===== config.mk =====
export PLATFORM = sky130hd
export DESIGN_NAME = pwm_density_meter
export DESIGN_NICKNAME = d
export VERILOG_FILES = /design/src/rtl/pwm_density_meter_pkg.sv /design/src/rtl/pin_sync.sv /design/src/rtl/pwm_density_meter.sv
export SDC_FILE = /design/constraint.sdc
export NUM_CORES = 1
export LEC_CHECK = 0
export BUFFER_PORTS_ARGS = -buffer_cell sky130_fd_sc_hd__buf_2
export CAP_MARGIN = 20
export CORE_MARGIN = 4
export CORE_UTILIZATION = 30
export DETAILED_ROUTE_END_ITERATION = 16
export GPL_TIMING_DRIVEN = 0
export HOLD_SLACK_MARGIN = 0.08
export MAX_ROUTING_LAYER = met4
export PLACE_DENSITY = 0.58
export SETUP_SLACK_MARGIN = 0.4
export SYNTH_ARGS = -nofsm -noshare
export SYNTH_HDL_FRONTEND = slang
export SYNTH_HIERARCHICAL = 1
export SYNTH_SLANG_ARGS = --single-unit

===== constraint.sdc =====
create_clock -name clk_i -period 4.1 [get_ports clk_i]
set_input_delay 0.41 -clock clk_i [delete_from_list [all_inputs] [get_ports clk_i]]
set_output_delay 0.41 -clock clk_i [all_outputs]
set_load 0.02 [all_outputs]

===== src/rtl/pwm_density_meter_pkg.sv =====
// Shared defaults and FSM state encoding for the PWM driver / density meter pair.
package pwm_density_meter_pkg;

   localparam int DUTY_W_DEF      = 4;
   localparam int WIN_LOG2_DEF    = 8;
   localparam int SYNC_STAGES_DEF = 2;

   localparam logic [1:0] ST_IDLE  = 2'd0;
   localparam logic [1:0] ST_PRIME = 2'd1;
   localparam logic [1:0] ST_RUN   = 2'd2;

endpackage


===== src/rtl/pin_sync.sv =====
// Multi-flop synchronizer for an asynchronous single-bit input (pins, buttons).
module pin_sync #(
   parameter int STAGES = 2
) (
   input  logic clk_i,
   input  logic rst_ni,
   input  logic d_i,
   output logic q_o
);

   logic [STAGES-1:0] sync_q;

   // Shift the raw pin through the synchronizer chain
   always_ff @(posedge clk_i or negedge rst_ni) begin
      if (!rst_ni) begin
         sync_q <= {STAGES{1'b0}};
      end else begin
         sync_q <= {sync_q[STAGES-2:0], d_i};
      end
   end

   assign q_o = sync_q[STAGES-1];

endmodule


===== src/rtl/pwm_density_meter.sv =====
// Recovers a duty code from a pulse-density pin by counting high samples over a
// fixed power-of-two window; also reports stuck (edge-free) windows.
module pwm_density_meter
   import pwm_density_meter_pkg::*;
#(
   parameter int WIN_LOG2    = WIN_LOG2_DEF,
   parameter int DUTY_W      = DUTY_W_DEF,
   parameter int SYNC_STAGES = SYNC_STAGES_DEF
) (
   input  logic              clk_i,
   input  logic              rst_ni,
   input  logic              en_i,
   input  logic              pin_i,
   output logic [DUTY_W-1:0] duty_o,
   output logic              valid_o,
   output logic              stuck_o,
   output logic              level_o
);

   localparam int SHIFT   = WIN_LOG2 - DUTY_W;
   localparam int PRIME_W = $clog2(SYNC_STAGES);

   localparam logic [PRIME_W-1:0]  PRIME_LAST = PRIME_W'(SYNC_STAGES - 1);
   localparam logic [PRIME_W-1:0]  PRIME_ONE  = {{(PRIME_W-1){1'b0}}, 1'b1};
   localparam logic [WIN_LOG2-1:0] WIN_ONE    = {{(WIN_LOG2-1){1'b0}}, 1'b1};

   logic                s_s;
   logic                edge_s;
   logic                term_s;
   logic [WIN_LOG2:0]   sum_s;
   logic [WIN_LOG2:0]   sum_scaled_s;
   logic [WIN_LOG2:0]   unused_scaled_s;
   logic [DUTY_W-1:0]   code_s;

   logic                s_d_q;
   logic [1:0]          state_q, state_d;
   logic [PRIME_W-1:0]  prime_q, prime_d;
   logic [WIN_LOG2-1:0] win_q, win_d;
   logic [WIN_LOG2:0]   hi_q, hi_d;
   logic                seen_q, seen_d;
   logic [DUTY_W-1:0]   duty_q, duty_d;
   logic                stuck_q, stuck_d;
   logic                level_q, level_d;
   logic                valid_q, valid_d;

   pin_sync #(
      .STAGES (SYNC_STAGES)
   ) u_pin_sync (
      .clk_i  (clk_i),
      .rst_ni (rst_ni),
      .d_i    (pin_i),
      .q_o    (s_s)
   );

   assign edge_s = s_s ^ s_d_q;
   assign term_s = &win_q;
   // The terminal sample is folded in here so the window sees exactly 2^WIN_LOG2 samples
   assign sum_s           = hi_q + {{WIN_LOG2{1'b0}}, s_s};
   assign sum_scaled_s    = sum_s >> SHIFT;
   assign unused_scaled_s = sum_scaled_s;
   assign code_s          = sum_scaled_s[DUTY_W] ? {DUTY_W{1'b1}} : sum_scaled_s[DUTY_W-1:0];

   // Next-state logic for the measurement FSM, window counters and result registers
   always_comb begin
      state_d = state_q;
      prime_d = prime_q;
      win_d   = win_q;
      hi_d    = hi_q;
      seen_d  = seen_q;
      duty_d  = duty_q;
      stuck_d = stuck_q;
      level_d = level_q;
      valid_d = 1'b0;
      case (state_q)
         ST_IDLE: begin
            prime_d = {PRIME_W{1'b0}};
            win_d   = {WIN_LOG2{1'b0}};
            hi_d    = {(WIN_LOG2+1){1'b0}};
            seen_d  = 1'b0;
            if (en_i) begin
               state_d = ST_PRIME;
            end else begin
               state_d = ST_IDLE;
            end
         end
         ST_PRIME: begin
            if (!en_i) begin
               state_d = ST_IDLE;
               prime_d = {PRIME_W{1'b0}};
            end else if (prime_q == PRIME_LAST) begin
               state_d = ST_RUN;
               prime_d = {PRIME_W{1'b0}};
            end else begin
               prime_d = prime_q + PRIME_ONE;
            end
         end
         ST_RUN: begin
            if (!en_i) begin
               state_d = ST_IDLE;
               win_d   = {WIN_LOG2{1'b0}};
               hi_d    = {(WIN_LOG2+1){1'b0}};
               seen_d  = 1'b0;
            end else if (term_s) begin
               duty_d  = code_s;
               stuck_d = ~(seen_q | edge_s);
               level_d = s_s;
               valid_d = 1'b1;
               win_d   = {WIN_LOG2{1'b0}};
               hi_d    = {(WIN_LOG2+1){1'b0}};
               seen_d  = 1'b0;
            end else begin
               win_d  = win_q + WIN_ONE;
               hi_d   = sum_s;
               seen_d = seen_q | edge_s;
            end
         end
         default: begin
            state_d = ST_IDLE;
            prime_d = {PRIME_W{1'b0}};
            win_d   = {WIN_LOG2{1'b0}};
            hi_d    = {(WIN_LOG2+1){1'b0}};
            seen_d  = 1'b0;
         end
      endcase
   end

   // State, counter and output registers
   always_ff @(posedge clk_i or negedge rst_ni) begin
      if (!rst_ni) begin
         s_d_q   <= 1'b0;
         state_q <= ST_IDLE;
         prime_q <= {PRIME_W{1'b0}};
         win_q   <= {WIN_LOG2{1'b0}};
         hi_q    <= {(WIN_LOG2+1){1'b0}};
         seen_q  <= 1'b0;
         duty_q  <= {DUTY_W{1'b0}};
         stuck_q <= 1'b0;
         level_q <= 1'b0;
         valid_q <= 1'b0;
      end else begin
         s_d_q   <= s_s;
         state_q <= state_d;
         prime_q <= prime_d;
         win_q   <= win_d;
         hi_q    <= hi_d;
         seen_q  <= seen_d;
         duty_q  <= duty_d;
         stuck_q <= stuck_d;
         level_q <= level_d;
         valid_q <= valid_d;
      end
   end

   assign duty_o  = duty_q;
   assign valid_o = valid_q;
   assign stuck_o = stuck_q;
   assign level_o = level_q;

endmodule


## Word level (Yosys, flattened, before mapping)

Index checks and enable logic that the tools add are counted.

- Logic and storage cells: 46
- Input port bits: 4
- Register bits: 31
- Output and inout bits: 7

- Bitwise logic cells: 3
- Equality and inequality tests: 4
- $add $sub $neg: 3
- Muxes and demuxes: 21
- Reduce and logical (&&, ||, !) cells: 4

Operators with widths:

| cell | count |
|---|---|
| $mux W9 | 2 |
| $pmux W9 S2 | 1 |
| $mux W8 | 2 |
| $pmux W8 S2 | 1 |
| $reduce_and A10 Y1 | 1 |
| $add A9 B1 Y9 | 1 |
| $add A8 B1 Y8 const B | 1 |
| $mux W1 | 8 |
| $reduce_and A8 Y1 | 1 |
| $mux W2 | 3 |
| $pmux W2 S3 | 1 |
| $mux W4 | 1 |
| $pmux W1 S2 | 2 |
| $ne A3 B3 Y1 const B | 1 |
| $eq A2 B1 Y1 const B | 1 |
| $eq A2 B2 Y1 const B | 1 |
| $logic_not A2 Y1 | 1 |
| $ne A2 B2 Y1 const B | 1 |
| $reduce_and A2 Y1 | 1 |
| $add A1 B1 Y1 const B | 1 |
| $not A1 Y1 | 1 |
| $or A1 B1 Y1 | 1 |
| $xor A1 B1 Y1 | 1 |

## Longest topological paths before layout

Gate-level depths: netlist of run 1.

- Depth in word-level cells: 5
- Depth in mapped cells: 7
- Depth with buffers taken out: 6

## Cells and area by module

The synthesis of run 1 kept the hierarchy.

By module, submodules not included:

| module | times used | area each (um^2) | cells each | sequential area each (um^2) |
|---|---|---|---|---|
| pwm_density_meter | 1 | 1418.9 | 137 | 725.7 |
| pin_sync | 1 | 50.0 | 2 | 50.0 |

## Worst setup path before layout of run 1

OpenSTA, ideal clock, no wires.

- Path kind: register -> register
- From: register u_pin_sync.sync_q[1]
- To: register duty_q[2] (netlist: duty_o[2])
- Stages on the path, launching flop included: 8
- Library setup time: 125 ps
- Period minus slack after synthesis: 1794 ps
- Required time: 3975 ps
- Path slack: 2306 ps
- Arrival time: 1670 ps
- Buffers on the path: 1
- Cells stage by stage: dfrtp_1 > ha_1 > ha_1 > and3_1 > buf_2 > a311oi_1 > a31oi_1 > mux2_2

- Word-level cells in the longest chain between the ends: 2

RTL lines:

| item | line | source |
|---|---|---|
| start: declaration | pin_sync.sv:11 | `logic [STAGES-1:0] sync_q;` |
| start signal: assignment | pin_sync.sv:16 | `sync_q <= {STAGES{1'b0}};` |
| start signal: assignment | pin_sync.sv:18 | `sync_q <= {sync_q[STAGES-2:0], d_i};` |
| $add A9 B1 Y9 | pwm_density_meter.sv:58 | `assign sum_s = hi_q + {{WIN_LOG2{1'b0}}, s_s};` |
| $mux W4 | pwm_density_meter.sv:61 | `assign code_s = sum_scaled_s[DUTY_W] ? {DUTY_W{1'b1}} : sum_scaled_s[DUTY_W-1:0];` |
| end signal: assignment | pwm_density_meter.sv:136 | `duty_q <= {DUTY_W{1'b0}};` |
| end signal: assignment | pwm_density_meter.sv:147 | `duty_q <= duty_d;` |
| end: declaration | pwm_density_meter.sv:41 | `logic [DUTY_W-1:0] duty_q, duty_d;` |

No other way between the ends.
A chain may end at the register's enable or synchronous reset.

## Worst setup path in the final report of run 1

Ends and elaborated chain as after synthesis.

==> reports/qor.yml, run 1 <==
status: "complete, no violations"
synthToLayoutAreaGrowth_pct: 15.9
layout-drive-gt1-share_pct: 16.6
initial_core_util_pct: 31.1
async_flop_share_pct: 100
clockBufferDepth: 2
grt-busiest-layer: "met2"
io_pins: 11
p_per_area_nw_per_um2: 356
nFillCells: 472
drv_slew: 0
cp_max_fo: 5
cp-start-kind: "register"
path_buf_inv: 1
holdWs_ns: 0.168
synth_nets: 146
post_cts_resized: 0
cp_common_cell: "ha_1"
postCtsHoldBufs: 0
p_leak_uw: 0.000778
irDropWorstVdd_uv: 140
setup_tns_ns: 0
rsz0062_at_grt: "false"
synth_top_area_share_pct: 52.8
cpMaxStageDelayCell: "dfrtp_1"
cap_violations: 0
yosysSeqAreaShare_pct: 52.8
synth_edf_count: 0
skew_ns: 0.00609
grt_use_met3_pct: 4.18
drt_iter0_drc: 49
grt_pass1_wl_mm: 5.09
clock_sinks: 31
numPortBuffers: 10
grt_overflow: 0
ys_ff_latch: 31
tightestPinTransition_ns: 0.679
min-delay-path-class: "in2async"
criticalPathCategory: "reg2reg"
post-route-period-util_pct: 47.1
fp.dieArea_um2: 6080
multiInputGateArea_um2: 646
avgViaCountPerCell: 4.96
setup_viol: 0
relSlewSlack_pct: 54.8
grt_max_degree: 32
worstSetupEndpointType: "register"
cts_made_buffers: 5
postRouteAntennaNets: 0
synth_cell_type_count: 38
met2_usage_pct: 15.4
hold_violations: 0
drc: 0
cts_tree: "yes"
num_rows: 25
syn_area_um2: 1470
r2r_slack_ns: 2.17
path_clk_slew_ns: 0.06
synth_top_cells_by_area: "dfrtp_1 53%, a31oi_1 3.8%, a21oi_1 3.1%"
die_w_um: 78.0
grtUsageTotal_pct: 11.0
drt_first_pass_iters: 4
diodes: 0
finalCriticalPeriod_ns: 1.93
die_h_um: 78.0
via_count: 1112
drt-total-wl_mm: 2.95
h-tree-depth: 2
antenna_found_initial: 0
synthCells: 139
core_region_area_um2: 4720
clock.fmax_mhz: 517
insertion_delay_ns: 0.28
dp_hpwl_mm: 2.07
crit_arrival_ns: 2.10
cpPeakStageDelay_ns: 0.41
seqCellArea_um2: 776
nets: 163
routedWlPerCell_um: 13.2
yosys.area.top_type: "dfrtp_1"
grt_use_met1_pct: 13.9
first_global_vias: 1097
required_ns: 4.26
syn_avg_cell_area_um2: 10.6
worstPathCellList: "ha_1, ha_1, and3_1, buf_2, a311oi_1, a31oi_1, mux2_2"
gp_congestion: 0.789
root_buffer: "clkbuf_8"
ys.warnings.count: 6
post_cts_buffers: 0
path_delay_family: "adder cells"
synthFlopType: "dfrtp_1"
-- cells by family after synthesis --
kind of cell    after synthesis  share of synthesized area (%)
simple gates                 45                           16.5
compound gates               40                           17.7
flops                        31                           52.8
buf+inv                       9                           3.24
xor+xnor                      7                           4.17
mux                           4                           2.98
fa+ha+maj                     3                           2.56
-- registers in the layout, summed over array words and instances (netlist names), 2 cells and up --
signal and count:
u_pin_sync/sync_q 2, duty_o 4, hi_q 9, win_q 8
state_q 2
-- worst reg2reg max path: cells and delay by family, from the launching register on --
kind            cells  cell delay (ns)
buf+inv             1             0.14
simple gates        1             0.18
mux                 1             0.27
compound gates      2             0.34
fa+ha+maj           2             0.47
flops               1             0.41
-- power by group --
| group | switching [uW] | internal (uW) | total (uW) |
|---|---|---|---|
| clock network | 106 | 153 | 259 |
| logic | 21.4 | 9.95 | 31.3 |
| registers | 4.72 | 311 | 316 |
-- layout make-up --
cell class / count / share of cell area, %
multi-input combinational: 99 / 37.9
tap: 67 / 4.92
clock buffer: 8 / 5.88
buffer: 6 / 2.13
inverter: 3 / 0.661
timing repair buffer: 10 / 2.94
sequential: 31 / 45.6
-- worst paths after layout --
| path | startpoint | endpoint | cells after the start |
|---|---|---|---|
| min in group clk_i | pin_i | u_pin_sync/sync_q[0] | 1 |
| max in group asynchronous | rst_ni | prime_q | 1 |
| setup reg to reg | u_pin_sync/sync_q[1] | duty_o[2] | 7 |
| hold reg to reg | u_pin_sync/sync_q[0] | u_pin_sync/sync_q[1] | 0 |
| setup / recovery | u_pin_sync/sync_q[1] | duty_o[2] | 7 |
| hold / removal | rst_ni | duty_o[1] | 1 |
-- synth_stat cells, types with 3 or more instances --
cell type  number
a22o_1          3
ha_1            3
nand3_1         6
nand2b_1        3
inv_1           3
nand2_1        11
a31oi_1         9
dfrtp_1        31
a21oi_1         9
and3_1          5
nor2_1          7
o21ai_1         9
xor2_1          3
nand4_1         3
xnor2_1         4
-- stage by stage --
stage	util [%]	power, uW	cell area [um^2]	cells	setup slack (ns)
2_1_floorplan	-	339	1470	139	2.31
3_3_place_gp	33.9	352	1600	216	2.18
3_5_place_dp	33.9	354	1600	216	2.17
4_1_cts	36.1	614	1700	224	2.15
5_1_grt	36.1	636	1700	224	2.08
6_report	36.1	606	1700	224	2.17
-- placed cells by master, fill, tap and decap left out, drive strengths merged --
cell type	count
a211oi	1
a21o	2
a21oi	10
a22o	3
a311oi	1
a31oi	9
a41oi	1
and2b	1
and3	5
and3b	1
and4	2
buf	14
clkbuf	10
dfrtp	31
ha	3
inv	3
mux2	3
mux2i	1
nand2	11
nand2b	3
nand3	6
nand3b	1
nand4	3
nor2	7
nor2b	1
nor3	2
o21a	1
o21ai	10
o31ai	2
or3	1
or4	1
xnor2	4
xor2	3
-- layer usage --
metal | wire (um) | part of all wire [%] | up-vias
met5 | 0 | 0 | -
met4 | 53 | 1.8 | 0
met3 | 117 | 4.0 | 8
met2 | 1350 | 46 | 18
met1 | 1420 | 48 | 543
li1 | - | - | 543
Power figures use the tool's default switching activity.
==> inputs of run 2 (changes only) <==
- ABC_AREA: not set -> 1
- PLACE_DENSITY: 0.58 -> 0.59
- clock period: 4.1 -> 1.6 ns (I/O delays scaled with it)
==> reports/qor.yml, run 2 <==
max_flop_register: "hi_q"  # unchanged
finalInstanceArea_um2: 2070  # was 1700 um^2
grt-busiest-layer: "met2"  # unchanged
core_region_area_um2: 4750  # was 4720 um^2
clock_sinks: 31  # unchanged
synth_cell_type_count: 29  # was 38
final-instance-count-excl-fill: 282  # was 224
root_buffer: "clkbuf_8"  # unchanged
cts_tree: "yes"  # unchanged
cp-start-kind: "register"  # unchanged
via_count: 1241  # was 1112
synthTopCellsByCount: "64 x nand2_1, 31 x dfrtp_1, 17 x nor2_1, 13 x inv_1, 10 x nand3_1"  # was 31 x dfrtp_1, 11 x nand2_1, 9 x a21oi_1, 9 x a31oi_1, 9 x o21ai_1
fp.dieArea_um2: 6160  # was 6080 um^2
syn_area_um2: 1490  # was 1470 um^2
insertion_delay_ns: 0.28  # about the same
clockBufferDepth: 2  # unchanged
yosys.area.top_type: "dfrtp_1"  # unchanged
io_pins: 11  # unchanged
async_flop_share_pct: 100  # unchanged
placed_area_um2: 1660  # was 1600 um^2
tightestPinTransition_ns: 0.702  # was 0.679 ns
grt_pass1_wl_mm: 5.46  # was 5.09 mm
setup_viol: 0  # unchanged
drv_slew: 0  # unchanged
cts_made_buffers: 5  # unchanged
synth.most_common_cell: "nand2_1"  # was dfrtp_1
grt_use_met3_pct: 4.93  # was 4.18%
cpPeakStageDelay_ns: 0.43  # was 0.41 ns
crit_arrival_ns: 1.53  # was 2.10 ns
avgViaCountPerCell: 4.40  # was 4.96
diodes: 0  # unchanged
drt_iter0_drc: 64  # was 49
nets: 221  # was 163
synthCells: 177  # was 139
drc: 0  # unchanged
h-tree-depth: 2  # unchanged
rsz0062_at_grt: "true"  # was false
num_rows: 25  # unchanged
antenna_found_initial: 0  # unchanged
dp_hpwl_mm: 1.99  # was 2.07 mm
postRouteAntennaNets: 0  # unchanged
criticalPathCategory: "reg2reg"  # unchanged
first_global_vias: 1227  # was 1097
dp.cells: 254  # was 216
status: "complete, no violations"  # unchanged
synth_nets: 184  # was 146
ys.warnings.count: 6  # unchanged
hold_violations: 0  # unchanged
irDropWorstVdd_uv: 388  # was 140 uV
relSlewSlack_pct: 53.2  # was 54.8%
path_clk_slew_ns: 0.06  # about the same
final_common_cell: "nand2_1"  # was dfrtp_1
worstPathCellList: "ha_4, ha_4, nand3_2, xor2_2, nand2_2, nand2_1, nand2_1"  # was ha_1, ha_1, and3_1, buf_2, a311oi_1, a31oi_1, mux2_2
path_buf_inv: 0  # was 1
min-delay-path-class: "in2reg"  # was in2async
p_per_area_nw_per_um2: 772  # was 356 nW/um^2
ys_ff_latch: 31  # unchanged
final_cell_mix: "54 x nand2_1, 29 x dfrtp_1, 15 x buf_4, 12 x inv_1"  # was 31 x dfrtp_1, 12 x buf_2, 11 x nand2_1
grtUsageTotal_pct: 11.8  # was 11.0%
required_ns: 1.78  # was 4.26 ns
met2_usage_pct: 18.1  # was 15.4%
drt-total-wl_mm: 3.20  # was 2.95 mm
synth_top_cells_by_area: "dfrtp_1 52%, nand2_1 16%, nor2_1 4.3%"  # was dfrtp_1 53%, a31oi_1 3.8%, a21oi_1 3.1%
numPortBuffers: 10  # unchanged
post-route-period-util_pct: 84.3  # was 47.1%
cp_max_fo: 3  # was 5
grt_use_met1_pct: 13.7  # was 13.9%
syn_avg_cell_area_um2: 8.43  # was 10.6 um^2
drt_first_pass_iters: 4  # unchanged
setup_tns_ns: 0  # unchanged
synthFlopType: "dfrtp_1"  # unchanged
yosysSeqAreaShare_pct: 52.0  # was 52.8%
synth_top_area_share_pct: 52.0  # was 52.8%
layout-drive-gt1-share_pct: 38.6  # was 16.6%
routedWlPerCell_um: 11.4  # was 13.2 um
die_w_um: 78.5  # was 78.0 um
synthToLayoutAreaGrowth_pct: 38.6  # was 15.9%
grt_overflow: 0  # unchanged
gp_congestion: 0.776  # was 0.789
largest_reg_flops: 9  # unchanged
clock.fmax_mhz: 741  # was 517 MHz
cap_violations: 0  # unchanged
nFillCells: 490  # was 472
grt_max_degree: 32  # unchanged
worstSetupEndpointType: "register"  # unchanged
path_delay_family: "flip-flops"  # was adder cells
p_leak_uw: 0.000957  # was 0.000778 uW
skew_ns: 0.00323  # was 0.00609 ns
cpMaxStageDelayCell: "dfrtp_2"  # was dfrtp_1
finalCriticalPeriod_ns: 1.35  # was 1.93 ns
initial_core_util_pct: 31.4  # was 31.1%
die_h_um: 78.5  # was 78.0 um
synth_edf_count: 0  # unchanged
run 2: changes by cell type in the layout (fill, tap and decap cells not counted), sizes merged, moves of 3 or more:
cell and change:
o21ai -7, nand2 +55, and3 -5, o22ai +4
nor2 +17, clkbuf -3, a21oi -8, nand2b -3
xnor2 -3, nand3 +4, mux2 -3, inv +14
a31oi -9, buf +15
run 2: where the power goes:
group	switching (uW)	internal, uW	leakage (uW)
combinational	104	77.0	0.000495
clock	281	305	0.0000422
sequential	20.4	809	0.000420
total	405	1190	0.000957
run 2: path summary, 6_finish.rpt:
path                                      startpoint                    to  slack, ns  depth (start not counted)
worst max register to register  u_pin_sync/sync_q[1]             duty_o[0]       0.25                          7
max in group asynchronous                     rst_ni            state_q[0]       0.64                          2
worst min register to register  u_pin_sync/sync_q[0]  u_pin_sync/sync_q[1]       0.35                          0
worst max-delay path            u_pin_sync/sync_q[1]             duty_o[0]       0.25                          7
min in group asynchronous                     rst_ni              win_q[3]       0.46                          2
worst min-delay path                            en_i            state_q[1]       0.14                          2
run 2: through the flow:
stage               utilization (%)  setup WS (ns)  hold slack (ns)  total power, uW
CTS                            40.0          0.254            0.131             1580
finish                         43.5          0.251            0.140             1600
floorplan                         -          0.302           -0.136              911
global placement               35.0          0.176            0.251              951
global route                   43.5          0.152            0.135             1690
detailed placement             35.0          0.172            0.263              954
run 2: layout make-up:
cell class	count	area, um^2	share of cell area [%]
tap	67	83.8	4.06
clock inverter	1	5.00	0.242
multi-input combinational	128	816	39.5
clock buffer	7	76.3	3.69
buffer	1	7.51	0.363
sequential	31	778	37.7
timing repair buffer	30	229	11.1
inverter	17	71.3	3.45
run 2: cell families (layout without fill, tap and decap cells):
kind of cell	Yosys count	count (layout)	share of synthesized area [%]
buf+inv	18	56	4.61
simple gates	103	103	30.3
fa+ha+maj	3	3	2.52
flops	31	31	52.0
xor+xnor	6	6	3.52
compound gates	16	16	7.05
run 2: routing by layer:
layer  up-vias  wire length (um)
met3         8               138
met4         0                61
met1       585              1450
li1        632                 -
met5         -                 0
met2        16              1550
run 2: what timing repair did:
item	in CTS	in global routing
pin swaps	16	19
resized for setup	17	27
hold endpoints to repair	32	0
hold buffers	2	0
buffers inserted	8	10
setup endpoints to repair	19	22
==> inputs of run 3 (changes only) <==
- ABC_AREA: 1 -> 0
- PLACE_DENSITY: 0.59 -> 0.58
- clock period: 1.6 -> 1.4 ns (I/O delays scaled with it)
==> reports/qor.yml, run 3 (synthesis gave the netlist of run 1 again) <==
status: "finished, violations left"  # was complete, no violations
violations: "hold timing, setup timing"
crit_arrival_ns: 1.85  # was 1.53 ns
via_count: 1353  # was 1241
final_common_cell: "dfrtp_1"  # was nand2_1
cp-start-kind: "register"  # unchanged
tightestPinTransition_ns: 0.698  # was 0.702 ns
cp_common_cell: "ha_4"
final_cell_mix: "26 x dfrtp_1, 22 x buf_4, 20 x buf_6, 9 x buf_2, 8 x a31oi_1"  # was 54 x nand2_1, 29 x dfrtp_1, 15 x buf_4, 12 x inv_1
drc: 0  # unchanged
diodes: 0  # unchanged
path_delay_family: "flip-flops"  # unchanged
rsz0062_at_grt: "true"  # unchanged
setup_tns_ns: -2.35  # was 0 ns
avgViaCountPerCell: 5.07  # was 4.40
cpMaxStageDelayCell: "dfrtp_1"  # was dfrtp_2
critPathCapture: "duty_o[2]"  # was duty_o[0]
relSlewSlack_pct: 53.4  # was 53.2%
min-delay-path-class: "in2async"  # was in2reg
first_global_vias: 1305  # was 1227
cts_tree: "yes"  # unchanged
dp_hpwl_mm: 2.07  # was 1.99 mm
core_region_area_um2: 4720  # was 4750 um^2
postRouteAntennaNets: 0  # unchanged
finalCriticalPeriod_ns: 1.66  # was 1.35 ns
grtUsageTotal_pct: 13.0  # was 11.8%
postCtsHoldBufs: 1  # was 2
required_ns: 1.58  # was 1.78 ns
io_pins: 11  # unchanged
max_flop_register: "hi_q"  # unchanged
drt_iter0_drc: 87  # was 64
totalPowerFinal_uw: 2090  # was 1600 uW
cts_made_buffers: 5  # unchanged
drv_slew: 0  # unchanged
gp_congestion: 0.837  # was 0.776
post-route-period-util_pct: 119  # was 84.3%
fp.dieArea_um2: 6080  # was 6160 um^2
die_w_um: 78.0  # was 78.5 um
grt_max_degree: 32  # unchanged
worst_slack_ns: -0.265  # was 0.251 ns
cp_max_fo: 3  # unchanged
nets: 206  # was 221
clockBufferDepth: 2  # unchanged
antenna_found_initial: 0  # unchanged
hold_violations: 31  # was 0
num_rows: 25  # unchanged
layout-drive-gt1-share_pct: 58.0  # was 38.6%
synthToLayoutAreaGrowth_pct: 70.0  # was 38.6%
skew_ns: 0.00855  # was 0.00323 ns
irDropWorstVdd_uv: 514  # was 388 uV
holdWs_ns: -0.109  # was 0.140 ns
grt_pass1_wl_mm: 5.98  # was 5.46 mm
insertion_delay_ns: 0.29  # was 0.28 ns
r2r_slack_ns: -0.26  # was 0.25 ns
drt_first_pass_iters: 4  # unchanged
largest_reg_flops: 9  # unchanged
grt_overflow: 0  # unchanged
crit_cells: 7  # unchanged
worstPathCellList: "ha_4, ha_4, and3_4, buf_6, a311oi_2, a31oi_1, mux2_4"  # was ha_4, ha_4, nand3_2, xor2_2, nand2_2, nand2_1, nand2_1
critPathLaunch: "hi_q[0]"  # was u_pin_sync/sync_q[1]
path_clk_slew_ns: 0.07  # was 0.06 ns
clock.fmax_mhz: 601  # was 741 MHz
routedWlPerCell_um: 15.3  # was 11.4 um
reg2reg_to: "duty_o[2]"  # was duty_o[0]
root_buffer: "clkbuf_8"  # unchanged
timing.rr.start: "hi_q[0]"  # was u_pin_sync/sync_q[1]
path_buf_inv: 1  # was 0
p_per_area_nw_per_um2: 835  # was 772 nW/um^2
clock_sinks: 31  # unchanged
criticalPathCategory: "reg2reg"  # unchanged
p_leak_uw: 0.00108  # was 0.000957 uW
h-tree-depth: 2  # unchanged
cpPeakStageDelay_ns: 0.41  # was 0.43 ns
worstSetupEndpointType: "register"  # unchanged
setup_viol: 19  # was 0
worst-r2r-cell-count: 7  # unchanged
drt-total-wl_mm: 4.08  # was 3.20 mm
numPortBuffers: 10  # unchanged
initial_core_util_pct: 31.1  # was 31.4%
die_h_um: 78.0  # was 78.5 um
cap_violations: 0  # unchanged
==> run 3: changes by cell type in the layout (fill, tap and decap cells not counted), sizes merged, moves of 5 or more <==
cell and delta:
nand2 -55, nor2 -17, buf +27, and3 +5
inv -14, a21oi +8, o21ai +7, a31oi +9
==> run 3: area by class of cell <==
type	instances	area, um^2
buffer	6	82.6
clock buffer	6	82.6
clock inverter	2	35.0
fill	402	2230
inverter	3	11.3
multi-input combinational	99	927
sequential	31	782
tap	67	83.8
timing repair buffer	53	493
==> run 3: per-layer routing <==
metal | vias up | GRT usage, % | share of wire (%)
met5 | - | - | 0
met4 | 0 | 8.39 | 3.7
met3 | 17 | 3.94 | 6.1
met2 | 44 | 19.3 | 50
met1 | 663 | 15.3 | 40
li1 | 629 | - | -
==> run 3: how the worst min path moves through the flow <==
stage,cells after the start,endpoint
final,1,hi_q[7]
after global routing,1,hi_q[7]
after CTS,1,duty_o[3]
after detailed placement,1,level_o
after global placement,1,level_o
after floorplan,0,duty_o[0]
==> run 3: what timing repair did <==
action / 4_1_cts / 5_1_grt
cloned: 2 / 1
endpoints found under the hold margin: 32 / 31
resized for setup: 35 / 40
endpoints found under the setup margin: 27 / 30
setup buffers: 19 / 20
pin swaps: 14 / 14
==> run 3: stage by stage <==
stage	hold slack [ns]	worst slack (ns)	utilization [%]	area (um^2)	instances
6_report	-0.109	-0.265	52.9	2500	267
3_5_place_dp	0.231	-0.387	36.0	1700	216
5_1_grt	-0.0494	-0.333	52.9	2500	267
2_1_floorplan	-0.156	-0.272	-	1570	139
3_3_place_gp	0.216	-0.382	36.0	1700	216
4_1_cts	-0.0879	-0.302	45.4	2140	246
==> run 3: where the power goes <==
part | internal [uW] | switching (uW)
Sequential | 912 | 16.5
Combinational | 123 | 103
Clock | 576 | 356
